<file path="src/rtl/write_full.sv">
// Write-side pointer and flag control for an async FIFO.
// Gray pointer is a bare flop output so it can cross into the read domain.
module write_full #(
    parameter int ADDR_WIDTH   = 3,
    parameter int AFULL_THRESH = 6
) (
    input  logic                  CLK,
    input  logic                  RST,
    input  logic                  W_INC,
    input  logic [ADDR_WIDTH:0]   R_PTR_SYNC,
    output logic                  W_EN,
    output logic [ADDR_WIDTH-1:0] W_ADDR,
    output logic [ADDR_WIDTH:0]   W_PTR,
    output logic                  FULL,
    output logic                  ALMOST_FULL,
    output logic [ADDR_WIDTH:0]   W_LEVEL,
    output logic                  OVERFLOW
);

    localparam int PW = ADDR_WIDTH + 1;
    localparam logic [PW-1:0] THRESH = PW'(AFULL_THRESH);

    logic [PW-1:0] w_bin;
    logic [PW-1:0] w_bin_next;
    logic [PW-1:0] w_gray_next;
    logic [PW-1:0] r_bin;
    logic [PW-1:0] full_ptr;

    // Prefix XOR from the MSB down turns the Gray read pointer into binary
    always_comb begin
        r_bin = '0;
        r_bin[PW-1] = R_PTR_SYNC[PW-1];
        for (int i = PW - 2; i >= 0; i--) begin
            r_bin[i] = r_bin[i+1] ^ R_PTR_SYNC[i];
        end
    end

    assign full_ptr    = {~R_PTR_SYNC[PW-1:PW-2], R_PTR_SYNC[PW-3:0]};
    assign FULL        = (W_PTR == full_ptr);
    assign W_EN        = W_INC & ~FULL;
    assign W_ADDR      = w_bin[ADDR_WIDTH-1:0];
    assign W_LEVEL     = w_bin - r_bin;
    assign ALMOST_FULL = (W_LEVEL >= THRESH);
    assign w_bin_next  = w_bin + 1'b1;
    assign w_gray_next = w_bin_next ^ (w_bin_next >> 1);

    always_ff @(posedge CLK) begin
        if (!RST) begin
            w_bin    <= '0;
            W_PTR    <= '0;
            OVERFLOW <= 1'b0;
        end else begin
            if (W_EN) begin
                w_bin <= w_bin_next;
                W_PTR <= w_gray_next;
            end
            if (W_INC && FULL) begin
                OVERFLOW <= 1'b1;
            end
        end
    end

endmodule

</file>
<file path="config.mk">
export PLATFORM = sky130hd
export DESIGN_NAME = write_full
export DESIGN_NICKNAME = d
export VERILOG_FILES = /design/src/rtl/write_full.sv
export SDC_FILE = /design/constraint.sdc
export NUM_CORES = 1
export LEC_CHECK = 0
export CORE_MARGIN = 5
export CORE_UTILIZATION = 42
export DETAILED_ROUTE_END_ITERATION = 8
export HOLD_SLACK_MARGIN = 0.08
export PLACE_DENSITY = 0.76
export SETUP_SLACK_MARGIN = 0.4
export SYNTH_ARGS = -nofsm -noshare
export SYNTH_HDL_FRONTEND = slang
export SYNTH_SLANG_ARGS = --single-unit
</file>
<file path="constraint.sdc">
create_clock -name CLK -period 2.9 [get_ports CLK]
set_clock_uncertainty 0.2 [all_clocks]
set_input_delay 0.435 -clock CLK [delete_from_list [all_inputs] [get_ports CLK]]
set_output_delay 0.435 -clock CLK [all_outputs]
set_load 0.005 [all_outputs]
</file>
==> run_results.csv <==
group,metric,value,unit
status,status,"finished clean",
yosys,synth.area.top_cells,"dfxtp_1, xnor2_1, ha_1, xor2_1, o21ai_0",
power,vdd_ir_drop_max,0.417,mV
sta,setup_viol,0,
worst_hold_path,hold_path_class,"register to register",
power,power.density,433,nW/µm²
routing,totalWireLength,1.49,mm
worst_hold_path,hold_path_startpoint,"OVERFLOW",
setup_path,cp-start-kind,"input port",
clock_tree,cts.sinks,8,
sta,setup_slack,0.207,ns
setup_path,worstPathRequired,2.27,ns
power,comb_power_share,0.480,
yosys,synth-seq-cells,8,
power,swShare,0.321,
power,p_seq_frac,0.321,
clock_tree,postCtsHoldBufs,0,
sta,hold_violations,0,
clock_tree,clock_latency,0.25,ns
routing,ant_nets,0,
sta,maxSlewHeadroom,0.737,
sta,timing.setup.tns,0,ns
routing,drtIter0Drc,2,
setup_path,timing.rr.start,"W_PTR[3]",
power,p_sw,0.132,mW
global_routing,grt_usage,0.158,
clock_tree,cts_tree,"built",
finish,fin_area,951,µm²
die,core-area,1320,µm²
worst_hold_path,hold_depth,2,
finish,syn2layout_area_growth,59.3,%
clock_tree,cts.clk_slew.worst_paths,0.05,ns
finish,ff_latch_area,160,µm²
sta,worst_pin_slew,0.392,ns
die,io_pins,22,
yosys,synthFlopType,"dfxtp_1",
yosys,synth_top_area_cell,"dfxtp_1",
setup_path,rrSetupSlack,1.00,ns
power,internal_power,0.280,mW
finish,final_cell_mix,"clkdlybuf4s50_1, buf_4, dfxtp_1, xnor2_1, o21ai_0",
global_routing,grt_pass1_wl,2.48,mm
finish,fin_util,0.722,
routing,viasPerCell,4.97,
setup_path,reg2regPathDepth,5,
placement,dp_slack,-0.699,ns
yosys,synth_area,597,µm²
run,max_cap_viol_count,0,
global_routing,grt_max_degree,14,
yosys,ys_async_sr_fraction,0,
setup_path,path_max_fanout,2,
routing,wire_per_inst,13.0,µm
yosys,syn_avg_cell_area,8.65,µm²
finish,drive_above_1_share,0.310,
yosys,synth_seq_area_share,0.268,
clock_tree,cts.htree.levels,1,
yosys,synth_top_area_frac,0.268,
setup_path,crit_arrival,2.06,ns
die,initial_utilization,0.453,
finish,nets,114,
clock_tree,clockBufferDepth,2,
sta,grt_setup_unrepaired,"yes",
worst_hold_path,holdPathEnd,"OVERFLOW",
die,fp.dieW,47.7,µm
routing,vias,571,
clock_tree,cts_root_buffer,"clkbuf_4",
routing,dr.pass1.iters,2,
setup_path,r2r-end,"W_PTR[3]",
routing,drc,0,
finish,antenna_cells,0,
die,die_h,47.7,µm
yosys,yosys_warnings,0,
power,power_leakage,0.401,nW
die,die-area,2270,µm²
yosys,synth_cell_types,21,
placement,place_area,902,µm²
placement,placement.io_buffers,21,
sta,period_needed,2.69,ns
placement,place.gp.congestion,0.734,
finish,nFillCells,119,
yosys,synth-edff-count,0,
power,p_total,0.412,mW
global_routing,antenna_found_initial,0,
placement,place_hpwl,1.17,mm
finish,layout_commonest_cell,"clkdlybuf4s50_1",
global_routing,gr-total-overflow,0,
setup_path,end_kind,"output pin",
setup_path,critPathKind,"input port to output pin",
sta,slew_viol_final,0,
global_routing,grt_pass1_vias,568,
yosys,syn-num-nets,81,
finish,multi_input_area,457,µm²
die,rows,13,
sta,max_freq,371,MHz
yosys,syn_inst,69,
sta,period_share,0.929,
clock_tree,numCtsBuffers,3,
power,pwr-share-clk,0.199,
registers in the layout, summed over array words and instances, names as in the netlist:
signal and cells:
W_PTR 4, OVERFLOW 1, w_bin 3
worst max path at each step:
stage / endpoint / cells past startpoint / slack [ns] / start
final: ALMOST_FULL / 10 / 0.21 / R_PTR_SYNC[3]
after global routing: ALMOST_FULL / 11 / 0.11 / R_PTR_SYNC[3]
after CTS: ALMOST_FULL / 11 / 0.22 / R_PTR_SYNC[3]
after detailed placement: ALMOST_FULL / 11 / -0.70 / R_PTR_SYNC[2]
after global placement: ALMOST_FULL / 11 / -0.67 / R_PTR_SYNC[2]
after floorplan: ALMOST_FULL / 9 / 0.37 / R_PTR_SYNC[2]
cell usage after synthesis (all sizes together), types with 2 or more instances:
library cell,count
a21boi,2
a21oi,3
and3,2
dfxtp,8
ha,4
inv,6
nand2,5
nand3,5
nor2b,2
o21ai,9
or3,2
xnor2,9
xor2,5
per-layer routing:
metal / vias to the layer above / track usage / wire length (µm)
li1: 298 / - / -
met1: 257 / 0.203 / 636
met2: 14 / 0.253 / 739
met3: 2 / 0.0263 / 93
met4: 0 / 0.0806 / 21
met5: - / 0 / 0
final cells by class:
type | count | area share
inverters | 6 | 0.0237
flip-flops and latches | 8 | 0.168
multi-input cells | 53 | 0.480
repair buffers | 30 | 0.284
clock buffers | 3 | 0.0237
well taps | 15 | 0.0197
worst max-delay path, stage by stage:
cell     delay (ns)
buf_8          0.10
xnor2_4        0.19
xor2_2         0.18
xnor2_1        0.15
ha_2           0.21
inv_2          0.04
fa_2           0.53
nand2_1        0.05
o21ai_1        0.06
buf_2          0.12
what timing repair did:
item,4_1_cts,5_1_grt
setup endpoints to repair,7,5
buffers inserted,2,0
endpoints found under the hold margin,0,0
pin swaps,11,3
gates resized for setup,38,2
kinds of logic after synthesis:
family | Yosys count | share of synthesized area
buf+inv | 8 | 0.0629
flops | 8 | 0.268
fa+ha+maj | 5 | 0.117
simple gates | 19 | 0.168
xor+xnor | 14 | 0.205
compound gates | 15 | 0.178
per-stage QoR:
step	hold WS [ns]	cells
final	0.301	115
after CTS	0.305	115
after global routing	0.318	115
after floorplan	0.282	69
after detailed placement	0.289	110
after global placement	0.273	110
power groups by stage:
stage	sequential [mW]	combinational [mW]	clock, mW
final	0.132	0.198	0.0820
after global routing	0.134	0.224	0.0888
after CTS	0.132	0.191	0.0853
after detailed placement	0.133	0.205	0
after global placement	0.133	0.200	0
after floorplan	0.132	0.103	0
Power figures use the tool's default switching activity.
